**src/rtl/pmbist_seq_ctrl.sv**
```systemverilog
// pmbist_seq_ctrl: runs a stored program of BIST instruction words on the engine.
// Ports: load/clear/run/abort from tester, eng_* handshake, pass/fail status out.
module pmbist_seq_ctrl #(
  parameter int IW      = 32,
  parameter int DEPTH   = 8,
  parameter int TIMEOUT = 4096
) (
  input  logic                       clk,
  input  logic                       rst,
  input  logic                       load_valid,
  input  logic [IW-1:0]              load_data,
  output logic                       load_ready,
  input  logic                       clear,
  input  logic                       run,
  input  logic                       abort,
  input  logic                       stop_on_fail,
  output logic [IW-1:0]              eng_instr,
  output logic                       eng_start,
  input  logic                       eng_done,
  input  logic                       eng_fail,
  output logic                       busy,
  output logic                       done,
  output logic                       pass,
  output logic                       fail_valid,
  output logic [$clog2(DEPTH)-1:0]   fail_idx,
  output logic                       timeout_err,
  output logic [$clog2(DEPTH+1)-1:0] count
);

  localparam int AW = $clog2(DEPTH);
  localparam int CW = $clog2(DEPTH+1);
  localparam int TW = $clog2(TIMEOUT);

  typedef enum logic [1:0] {
    S_IDLE,
    S_ISSUE,
    S_WAIT,
    S_FINISH
  } state_t;

  state_t state_q, state_d;

  logic [IW-1:0] prog [DEPTH];
  logic          prog_we;

  logic [CW-1:0] count_q, count_d;
  logic [AW-1:0] idx_q, idx_d;
  logic [TW-1:0] timer_q, timer_d;
  logic [IW-1:0] eng_instr_q, eng_instr_d;
  logic          pass_q, pass_d;
  logic          fail_valid_q, fail_valid_d;
  logic [AW-1:0] fail_idx_q, fail_idx_d;
  logic          timeout_err_q, timeout_err_d;
  logic          sof_q, sof_d;

  logic last_el;
  logic end_run;
  logic tmo;

  assign last_el = (CW'(idx_q) == count_q - CW'(1));
  assign end_run = (eng_fail && sof_q) || last_el;
  // timer counts cycles since eng_start, so it reads 1 in the first WAIT cycle
  assign tmo     = (timer_q == TW'(TIMEOUT - 1));

  // state register
  always_ff @(posedge clk) begin
    if (rst) state_q <= S_IDLE;
    else     state_q <= state_d;
  end

  // next state
  always_comb begin
    state_d = state_q;
    case (state_q)
      S_IDLE: begin
        if (!clear && run)
          state_d = (count_q == '0) ? S_FINISH : S_ISSUE;
      end
      S_ISSUE: begin
        state_d = abort ? S_FINISH : S_WAIT;
      end
      S_WAIT: begin
        if (abort)         state_d = S_FINISH;
        else if (eng_done) state_d = end_run ? S_FINISH : S_ISSUE;
        else if (tmo)      state_d = S_FINISH;
      end
      S_FINISH: state_d = S_IDLE;
      default:  state_d = S_IDLE;
    endcase
  end

  // Moore outputs
  always_comb begin
    load_ready = (state_q == S_IDLE) && (count_q < CW'(DEPTH));
    eng_start  = (state_q == S_ISSUE);
    busy       = (state_q == S_ISSUE) || (state_q == S_WAIT);
    done       = (state_q == S_FINISH);
  end

  // datapath next values
  always_comb begin
    count_d       = count_q;
    idx_d         = idx_q;
    timer_d       = timer_q;
    eng_instr_d   = eng_instr_q;
    pass_d        = pass_q;
    fail_valid_d  = fail_valid_q;
    fail_idx_d    = fail_idx_q;
    timeout_err_d = timeout_err_q;
    sof_d         = sof_q;
    prog_we       = 1'b0;
    case (state_q)
      S_IDLE: begin
        if (clear) begin
          count_d = '0;
        end else if (run) begin
          idx_d         = '0;
          pass_d        = 1'b1;
          fail_valid_d  = 1'b0;
          timeout_err_d = 1'b0;
          sof_d         = stop_on_fail;
        end else if (load_valid && load_ready) begin
          prog_we = 1'b1;
          count_d = count_q + CW'(1);
        end
      end
      S_ISSUE: begin
        timer_d = TW'(1);
        if (abort) pass_d = 1'b0;
      end
      S_WAIT: begin
        timer_d = timer_q + TW'(1);
        if (abort) begin
          // a same-cycle engine result is discarded
          pass_d = 1'b0;
        end else if (eng_done) begin
          if (eng_fail) begin
            pass_d = 1'b0;
            if (!fail_valid_q) begin
              fail_valid_d = 1'b1;
              fail_idx_d   = idx_q;
            end
          end
          if (!end_run) idx_d = idx_q + AW'(1);
        end else if (tmo) begin
          timeout_err_d = 1'b1;
          pass_d        = 1'b0;
          if (!fail_valid_q) begin
            fail_valid_d = 1'b1;
            fail_idx_d   = idx_q;
          end
        end
      end
      default: ;
    endcase
    if (state_d == S_ISSUE) begin
      eng_instr_d = prog[idx_d];
      timer_d     = '0;
    end
  end

  always_ff @(posedge clk) begin
    if (rst) begin
      count_q       <= '0;
      idx_q         <= '0;
      timer_q       <= '0;
      eng_instr_q   <= '0;
      pass_q        <= 1'b0;
      fail_valid_q  <= 1'b0;
      fail_idx_q    <= '0;
      timeout_err_q <= 1'b0;
      sof_q         <= 1'b0;
    end else begin
      count_q       <= count_d;
      idx_q         <= idx_d;
      timer_q       <= timer_d;
      eng_instr_q   <= eng_instr_d;
      pass_q        <= pass_d;
      fail_valid_q  <= fail_valid_d;
      fail_idx_q    <= fail_idx_d;
      timeout_err_q <= timeout_err_d;
      sof_q         <= sof_d;
    end
  end

  // program storage is intentionally not reset
  always_ff @(posedge clk) begin
    if (prog_we) prog[count_q[AW-1:0]] <= load_data;
  end

  assign eng_instr   = eng_instr_q;
  assign pass        = pass_q;
  assign fail_valid  = fail_valid_q;
  assign fail_idx    = fail_idx_q;
  assign timeout_err = timeout_err_q;
  assign count       = count_q;

endmodule

```
**config.mk**
```make
export PLATFORM = sky130hd
export DESIGN_NAME = pmbist_seq_ctrl
export DESIGN_NICKNAME = d
export VERILOG_FILES = /design/src/rtl/pmbist_seq_ctrl.sv
export SDC_FILE = /design/constraint.sdc
export NUM_CORES = 1
export LEC_CHECK = 0
export ABC_CLOCK_PERIOD_IN_PS = 4950
export CAP_MARGIN = 0
export CORE_MARGIN = 8
export CORE_UTILIZATION = 55
export CTS_CLUSTER_SIZE = 16
export DETAILED_ROUTE_END_ITERATION = 8
export PLACE_DENSITY_LB_ADDON = 0.05
export SETUP_SLACK_MARGIN = 0.2
export SYNTH_ARGS = -nofsm -noshare
export SYNTH_HDL_FRONTEND = slang
export SYNTH_SLANG_ARGS = --single-unit
```
**constraint.sdc**
```tcl
create_clock -name clk -period 4.95 [get_ports clk]
set_input_delay 0.495 -clock clk [delete_from_list [all_inputs] [get_ports clk]]
set_output_delay 0.495 -clock clk [all_outputs]
set_load 0.005 [all_outputs]
```
# Word-level counts from Yosys, hierarchy flattened
# Memories as Yosys holds them, arrays and structs flattened. A register that Yosys moved wholly into a read port is not among the register bits.
# Cells that the tools add are included.
[classes]
n_addsub = 4
magnitude_cmp = 1
eq_ne = 18
muxes = 46
n_bitwise = 2
reduce_logical = 21
[op_table]
columns = ["operator", "n"]
rows = [
  ["$mux 3", 9],
  ["$pmux 12 s2", 1],
  ["$mux 1", 22],
  ["$reduce_and 6->1", 3],
  ["$ne 2x2->1 const B", 7],
  ["$add 12x1->12 const B", 1],
  ["$eq 12x12->1 const B", 1],
  ["$mux 2", 6],
  ["$mux 4", 3],
  ["$ne 4x4->1 const B", 2],
  ["$pmux 2 s4", 1],
  ["$reduce_bool 2->1", 4],
  ["$ne 3x3->1 const B", 2],
  ["$pmux 3 s2", 1],
  ["$reduce_and 3->1", 2],
  ["$add 4x1->4 const B", 1],
  ["$eq 2x1->1 const B", 2],
  ["$eq 2x2->1 const B", 2],
  ["$eq 3x4->1", 1],
  ["$logic_and 1x1->1", 4],
  ["$logic_not 4->1", 1],
  ["$lt 4x4->1 const B", 1],
  ["$pmux 1 s2", 2],
  ["$reduce_and 4->1", 1],
  ["10 further kinds", 12],
]
[totals]
register_bits = 28
mem_bits_rw = 256
inputBits = 41
out_inout_bits = 46
word_cells = 102
n_memories = 1
[mem_list]
columns = ["memory", "words", "word_bits", "read_ports", "rd_clocked_by_memory_dff", "wr", "line_no", "text"]
rows = [
  ["prog", 8, 32, 1, 1, 1, "43", "logic [IW-1:0] prog [DEPTH];"],
]

# Longest topological paths before layout
# Gate-level depths: netlist (run 1).
[logic_depth]
word_depth = 9
depth_mapped = 14
depth_no_buf = 10

# Worst setup path after synthesis (run 1)
# No wires, ideal clock.
[synth_timing]
path_kind = "register to register"
startpoint = "register state_q[1]"
endpoint = "memory prog[0][0], enable pin"
setup_ns = 0.461
t_arrival_ns = 3.647
t_required_ns = 4.489
path_slack_ns = 0.842
stages_incl_launch_ff = 9
path_buffers = 1
period_less_slack_ns = 4.108
cell_sequence = "dfxtp_1 -> inv_1 -> ha_1 -> clkbuf_1 -> nor2b_1 -> nand2_1 -> nor3_1 -> nand2_1 -> nor3_1"
[synth_between]
elab_chain_cells = 9
[synth_rtl]
columns = ["element", "line_no", "text"]
rows = [
  ["start: declaration", "41", "state_t state_q, state_d;"],
  ["start signal: assignment", "68", "else state_q <= state_d;"],
  ["$logic_not 2->1", "94", "load_ready = (state_q == S_IDLE) && (count_q < CW'(DEPTH));"],
  ["$logic_and 1x1->1", "94", ""],
  ["via load_ready", "12", "output logic load_ready,"],
  ["$logic_and 1x1->1", "122", "end else if (load_valid && load_ready) begin"],
  ["$mux 1", "122", ""],
  ["$mux 1", "116", "end else if (run) begin"],
  ["$mux 1", "114", "if (clear) begin"],
  ["$mux 1", "112", "case (state_q)"],
  ["$mux 1", "188", "if (prog_we) prog[count_q[AW-1:0]] <= load_data;"],
  ["$mux 1 (implied by the code)", "188", ""],
  ["end: declaration", "43", ""],
]
# The timed path passes the listed nets, and every way through them passes these cells.

# Worst setup path after layout (run 1)
[layout_timing]
startpoint = "register count_q[1], in the netlist count[1]"
endpoint = "register eng_instr_q[31], in the netlist eng_instr[31], read port of prog"
[layout_between]
elab_chain_cells = 8
elab_cells_between_ends = 15
classes_between = "1 x add/sub; 2 x eq/ne; 10 x mux; 2 x reduce/logical"
[layout_rtl]
columns = ["element", "line_no", "text"]
rows = [
  ["start: declaration", "46", "logic [CW-1:0] count_q, count_d;"],
  ["start signal: assignment", "174", "count_q <= count_d;"],
  ["$sub 4x1->4", "60", "assign last_el = (CW'(idx_q) == count_q - CW'(1));"],
  ["$eq 3x4->1", "60", ""],
  ["$logic_or 1x1->1", "61", "assign end_run = (eng_fail && sof_q) || last_el;"],
  ["$mux 2 (2 in a row)", "84", "else if (eng_done) state_d = end_run ? S_FINISH : S_ISSUE;"],
  ["$mux 2", "83", "if (abort) state_d = S_FINISH;"],
  ["$pmux 2 s4", "74", "case (state_q)"],
  ["$eq 2x1->1", "156", "if (state_d == S_ISSUE) begin"],
  ["end: declaration", "49", "logic [IW-1:0] eng_instr_q, eng_instr_d;"],
]
# Parallel ways exist; a longest one is shown, timed or not.
# A chain may end at the register's enable or synchronous reset.

==> run_results.csv, run 1 <==
group,metric,value,unit
yosys,synthArstFlopShare,0,%
final_layout,fin_area,14900,um2
pwr,p_seq_share,43.5,%
place,io_buffers,86,
worst_hold_path,hold_end,"pass",
timing,post-route-period-util,74.0,%
setup_path,crit_path_start_kind,"flop",
timing,finalSetupViolCount,0,
cts,cts_hold_buf,0,
setup_path,crit_path_max_incr_delay,510,ps
timing,hold_slack,509,ps
cts,cts_buffers,34,
setup_path,cp_top_family,"compound AO/OA/AOI/OAI gates",
setup_path,reg2reg_slack,1290,ps
setup_path,worstPathRequired,5340,ps
yosys,synth.cell_area,12700,um2
global_routing,grt_pass1_wl,48700,um
yosys,synth-edff-count,256,
pwr,p_total,0.00725,W
cts,clockBufferDepth,3,
cts,cts_root_buffer,"clkbuf_16",
route,final_antenna_net_count,0,
floorplan,dieWidth,168,um
yosys,yosysUniqueCellTypes,54,
timing,fmaxAchievable,0.273,GHz
worst_hold_path,min-delay-start,"pass",
route,viasPerCell,6.25,
route,post_drt_wl_per_cell,23.8,um
worst_hold_path,hold_depth,2,
final_layout,drive_above_1_share,9.13,%
final_layout,area_growth,17.4,%
timing,skew,19.6,ps
cts,ctsResizeCount,0,
route,drc,0,
final_layout,finalNetCount,1066,
pwr,peakVddDrop,0.483,mV
pwr,sw_frac_of_total,27.9,%
timing,slew_headroom,16.7,%
global_routing,grt_start_max_net_pins,67,
yosys,ys_ff_latch,316,
floorplan,dieHeight,168,um
cts,cts_setup_buffers,0,
pwr,p_switching,0.00202,W
timing,drv_slew,0,
pwr,combPwrFrac,21.4,%
worst_hold_path,hold_class,"flop to flop",
final_layout,num_antenna_cells,0,
yosys,ys_warn_count,0,
route,routed_wl,31500,um
route,drt_iter0_markers,694,
floorplan,io_pins,87,
pwr,p_per_area,485,nW/um2
setup_path,r2r_start,"count[1]",
setup_path,worstPathArrival,4050,ps
timing,finalHoldViolCount,0,
cts,worstSkewPairLatency,510,ps
global_routing,antenna_found_initial,0,
final_layout,final_core_util,65.8,%
yosys,ys.flop_type,"edfxtp_1",
place,hpwl,16300,um
timing,fin_tns_setup,0,ps
setup_path,path_buf_inv,1,
cts,cts_tree,"yes",
pwr,clockPowerShare,35.1,%
status,status,"finished clean",
cts,h-tree-depth,2,
yosys,postSynthAreaPerCell,13.5,um2
setup_path,slowest_stage,"dfxtp_1",
floorplan,initial_core_util,56.0,%
yosys,synthCells,942,
route,dr.pass1.iters,5,
global_routing,gr-total-overflow,0,
place,gp_congestion,0.777,
floorplan,row_count,55,
flow_run,cap_violations,0,
pwr,cellLeakagePower,4.87,nW
route,routed-via-count,8283,
floorplan,dieArea,28300,um2
global_routing,grt_use_total,22.3,%
setup_path,rr_worst_depth,10,
setup_path,r2r_end,"eng_instr[31]",
cts,cts.sinks,316,
cts,path_clk_slew,60,ps
setup_path,cp-end-kind,"flop",
place,place_area,13800,um2
global_routing,grt_pass1_vias,8314,
timing,rsz0062_at_grt,"no",
setup_path,crit_path_cell_trace,"inv_1 -> ha_1 -> xnor2_1 -> nor3b_2 -> o31a_1 -> o32a_2 -> nand2_4 -> nand2_4 -> o221a_1 -> o31a_1",
yosys,synth_nets,992,
setup_path,worst-setup-path-type,"flop to flop",
yosys,yosysSeqAreaShare,69.9,%
floorplan,core_area,22700,um2
timing,period_needed,3660,ps
setup_path,crit_fanout,42,
pwr,internal_power,0.00523,W
timing,tightest_slew,1240,ps
## cells by family (layout without fill, tap and decap cells)
group | after synthesis | count (layout) | share of synthesized area, %
flip-flops | 316 | 316 | 69.9
AO/OA/AOI/OAI | 261 | 261 | 15.1
AND/OR/NAND/NOR | 256 | 256 | 9.46
buffers and inverters | 79 | 178 | 3.18
XOR/XNOR | 14 | 14 | 0.964
adder cells (fa/ha/maj) | 9 | 9 | 0.885
multiplexers | 7 | 7 | 0.551
## power groups by stage
stage                     Combinational, W  Sequential, W  Clock (W)
final                              0.00155        0.00315    0.00254
after global routing               0.00167        0.00317    0.00269
after CTS                          0.00155        0.00315    0.00258
after detailed placement           0.00154        0.00321          0
after global placement             0.00152        0.00321          0
after floorplan                   0.000859        0.00319          0
## cell usage in the layout, fill, tap and decap left out, types with 3 or more instances in the layout
cell type and n:
a211oi_1 63, nand4_1 7, a31oi_1 36, clkinv_1 5, nand2b_1 6, nor2b_1 3
dfxtp_1 60, nand3_1 34, a21oi_1 38, clkbuf_16 35, clkinv_2 6, bufinv_16 5
o21ai_0 41, and3_1 31, xor2_1 8, clkbuf_1 7, clkdlybuf4s50_1 85, nor3_1 4
buf_4 22, edfxtp_1 256, xnor2_1 6, ha_1 9, nor2_1 99, o221a_1 31
mux2i_1 7, inv_1 9, o31a_1 33, nand2_1 49, nor2_4 7
## per-layer routing
| layer | GRT usage [%] | part of all wire (%) | vias to the layer above |
|---|---|---|---|
| li1 | - | - | 3800 |
| met1 | 30.0 | 43 | 4070 |
| met2 | 36.3 | 47 | 350 |
| met3 | 4.05 | 8.1 | 63 |
| met4 | 7.14 | 2.2 | 0 |
| met5 | 0 | 0 | - |
## cell usage after synthesis, types with 7 or more instances
| library cell | number | area [um2] |
|---|---|---|
| edfxtp_1 | 256 | 7690 |
| nor2_1 | 105 | 394 |
| a211oi_1 | 63 | 473 |
| dfxtp_1 | 60 | 1200 |
| nand2_1 | 49 | 184 |
| clkbuf_1 | 44 | 165 |
| o21ai_0 | 41 | 205 |
| a21oi_1 | 38 | 190 |
| a31oi_1 | 37 | 231 |
| nand3_1 | 34 | 170 |
| o31a_1 | 33 | 289 |
| and3_1 | 31 | 194 |
| o221a_1 | 31 | 349 |
| buf_6 | 12 | 135 |
| ha_1 | 9 | 113 |
| inv_1 | 9 | 33.8 |
| xor2_1 | 8 | 70.1 |
| mux2i_1 | 7 | 70.1 |
| nand4_1 | 7 | 43.8 |
## worst min-delay path, stage by stage (launching register included)
cell and delay [ps]:
dfxtp_1 330, mux2i_1 70, nor2_1 70
## area by class of cell
class / count / area, um2
clock buffers: 42 / 902
inverters: 9 / 33.8
multi-input cells: 547 / 3510
clock inverters: 19 / 223
flip-flops and latches: 316 / 8890
fillers: 1656 / 7780
well taps: 285 / 357
repair buffers: 108 / 1020
## sequential cells by signal, summed over array words and instances, names as in the netlist
name         cells
timeout_err      1
idx_q            3
fail_valid       1
pass             1
count            4
prog           256
eng_instr       32
sof_q            1
fail_idx         3
timer_q         12
state_q          2
## metrics by stage
stage,std cells,worst slack (ps)
floorplan,942,842
finish,1326,1290
global placement,1265,1360
detailed placement,1265,1300
global route,1326,1010
CTS,1326,1280
## worst max path at each step
stage | startpoint | to | slack [ps] | depth (start not counted)
3_5_place_dp | count[1] | eng_instr[31] | 1300 | 10
2_1_floorplan | state_q[1] | prog[0][0] | 840 | 8
5_1_grt | count[1] | eng_instr[16] | 1010 | 10
6_report | count[1] | eng_instr[31] | 1290 | 10
4_1_cts | count[1] | eng_instr[5] | 1280 | 10
3_3_place_gp | eng_done | eng_instr[18] | 1360 | 8
Note: power is estimated with default switching activity, not from simulation.
==> run 2: changes to the inputs <==
ABC_CLOCK_PERIOD_IN_PS = 3600   (was 4950)
clock period = 3.6 ns   (was 4.95 ns; I/O delays follow)
==> run_results.csv, run 2 (synthesis results as in run 1) <==
group,metric,value,unit
timing,drv_slew,0,
setup_path,crit_fanout,32,
timing,finalSetupViolCount,0,
cts,h-tree-depth,1,
cts,cts.sinks,316,
final_layout,num_antenna_cells,0,
cts,cts_hold_buf,0,
cts,cts_setup_buffers,0,
status,status,"finished clean",
flow_run,cap_violations,0,
cts,worstSkewPairLatency,570,ps
cts,cts_tree,"yes",
setup_path,rr_worst_depth,10,
timing,post-route-period-util,87.7,%
timing,tightest_slew,784,ps
route,post_drt_wl_per_cell,23.0,um
place,io_buffers,86,
setup_path,r2r_end,"eng_instr[0]",
global_routing,grt_start_max_net_pins,64,
cts,path_clk_slew,60,ps
floorplan,dieWidth,168,um
global_routing,antenna_found_initial,0,
cts,cts_root_buffer,"clkbuf_16",
floorplan,dieHeight,168,um
timing,fmaxAchievable,0.317,GHz
timing,fin_tns_setup,0,ps
cts,cts_buffers,31,
final_layout,area_growth,18.0,%
timing,rsz0062_at_grt,"no",
final_layout,stdcell_count,1339,
setup_path,cp-end-kind,"flop",
route,viasPerCell,6.21,
place,hpwl,17500,um
floorplan,dieArea,28300,um2
floorplan,row_count,55,
pwr,p_per_area,638,nW/um2
global_routing,grt_use_total,21.6,%
route,final_antenna_net_count,0,
route,routed-via-count,8320,
route,drc,0,
pwr,p_total,0.00957,W
setup_path,crit_path_start_kind,"flop",
setup_path,reg2reg_slack,440,ps
timing,skew,9.28,ps
worst_hold_path,hold_class,"primary input to flop",
final_layout,drive_above_1_share,9.58,%
worst_hold_path,min-delay-start,"rst",
setup_path,worstPathRequired,4050,ps
route,drt_iter0_markers,662,
worst_hold_path,hold_depth,2,
global_routing,grt_pass1_wl,48200,um
pwr,cellLeakagePower,4.89,nW
pwr,peakVddDrop,0.432,mV
final_layout,fin_area,15000,um2
timing,finalHoldViolCount,0,
setup_path,r2r_start,"count[0]",
place,dpl.cell_count,1282,
route,dr.pass1.iters,7,
final_layout,finalNetCount,1080,
floorplan,io_pins,87,
final_layout,layout_commonest_cell,"edfxtp_1",
route,routed_wl,30700,um
cts,ctsResizeCount,0,
setup_path,worst-setup-path-type,"flop to flop",
final_layout,largest_reg_flops,256,
place,place_area,14100,um2
setup_path,worstPathArrival,3600,ps
cts,clockBufferDepth,3,
place,gp_congestion,0.769,
floorplan,initial_core_util,56.0,%
global_routing,gr-total-overflow,0,
setup_path,crit_path_start,"count[0]",
floorplan,core_area,22700,um2
timing,slew_headroom,47.7,%
final_layout,final_cell_mix,"edfxtp_1 (256), nor2_1 (99), clkdlybuf4s50_1 (85)",
global_routing,grt_pass1_vias,8238,
timing,period_needed,3160,ps
worst_hold_path,hold_end,"state_q[1]",
run 2: area by class of cell:
type | instances | area [um2]
tap | 285 | 357
timing repair buffer | 125 | 1260
sequential | 316 | 8890
multi-input combinational | 547 | 3520
fill | 1678 | 7700
clock inverter | 17 | 138
clock buffer | 40 | 810
inverter | 9 | 33.8
run 2: per-stage QoR:
step | hold WS [ps] | util [%] | setup WS, ps
6_report | 379 | 66.1 | 443
5_1_grt | 398 | 66.1 | 286
4_1_cts | 352 | 66.1 | 426
3_5_place_dp | 501 | 61.9 | 375
3_3_place_gp | 492 | 61.9 | 466
2_1_floorplan | 459 | - | 348
run 2: worst max path at each step:
stage,to,slack [ps],depth (start not counted)
2_1_floorplan,prog[4][0],350,8
3_3_place_gp,eng_instr[14],470,8
3_5_place_dp,eng_instr[17],380,10
4_1_cts,eng_instr[0],430,10
5_1_grt,eng_instr[26],290,10
6_report,eng_instr[0],440,10
run 2: power breakdown:
part | internal [W] | switching, W | leakage (nW)
Combinational | 0.000943 | 0.00126 | 1.63
Clock | 0.00172 | 0.00132 | 0.462
Sequential | 0.00418 | 0.000143 | 2.79
Total | 0.00685 | 0.00272 | 4.89
run 2: worst max-delay path, stage by stage (launching register included):
cell and delay (ps):
dfxtp_1 330, inv_1 70, ha_1 230, xnor2_1 160, and4b_4 220, o31a_1 330, o32a_2 450, nand2_4 240
nand2_4 360, o221a_1 350, o31a_1 280
run 2: per-layer routing:
metal  share of wire [%]  track usage (%)  vias up
li1                    -                -     3833
met1                  44             29.3     4142
met2                  47             35.8      300
met3                 6.8             3.46       45
met4                 2.0             5.47        0
met5                   0                0        -
==> run 3: changes to the inputs <==
SETUP_SLACK_MARGIN = not set   (was 0.2)
==> results of run 3 <==
The final DEF is identical to that of run 2; final timing and power are the same.
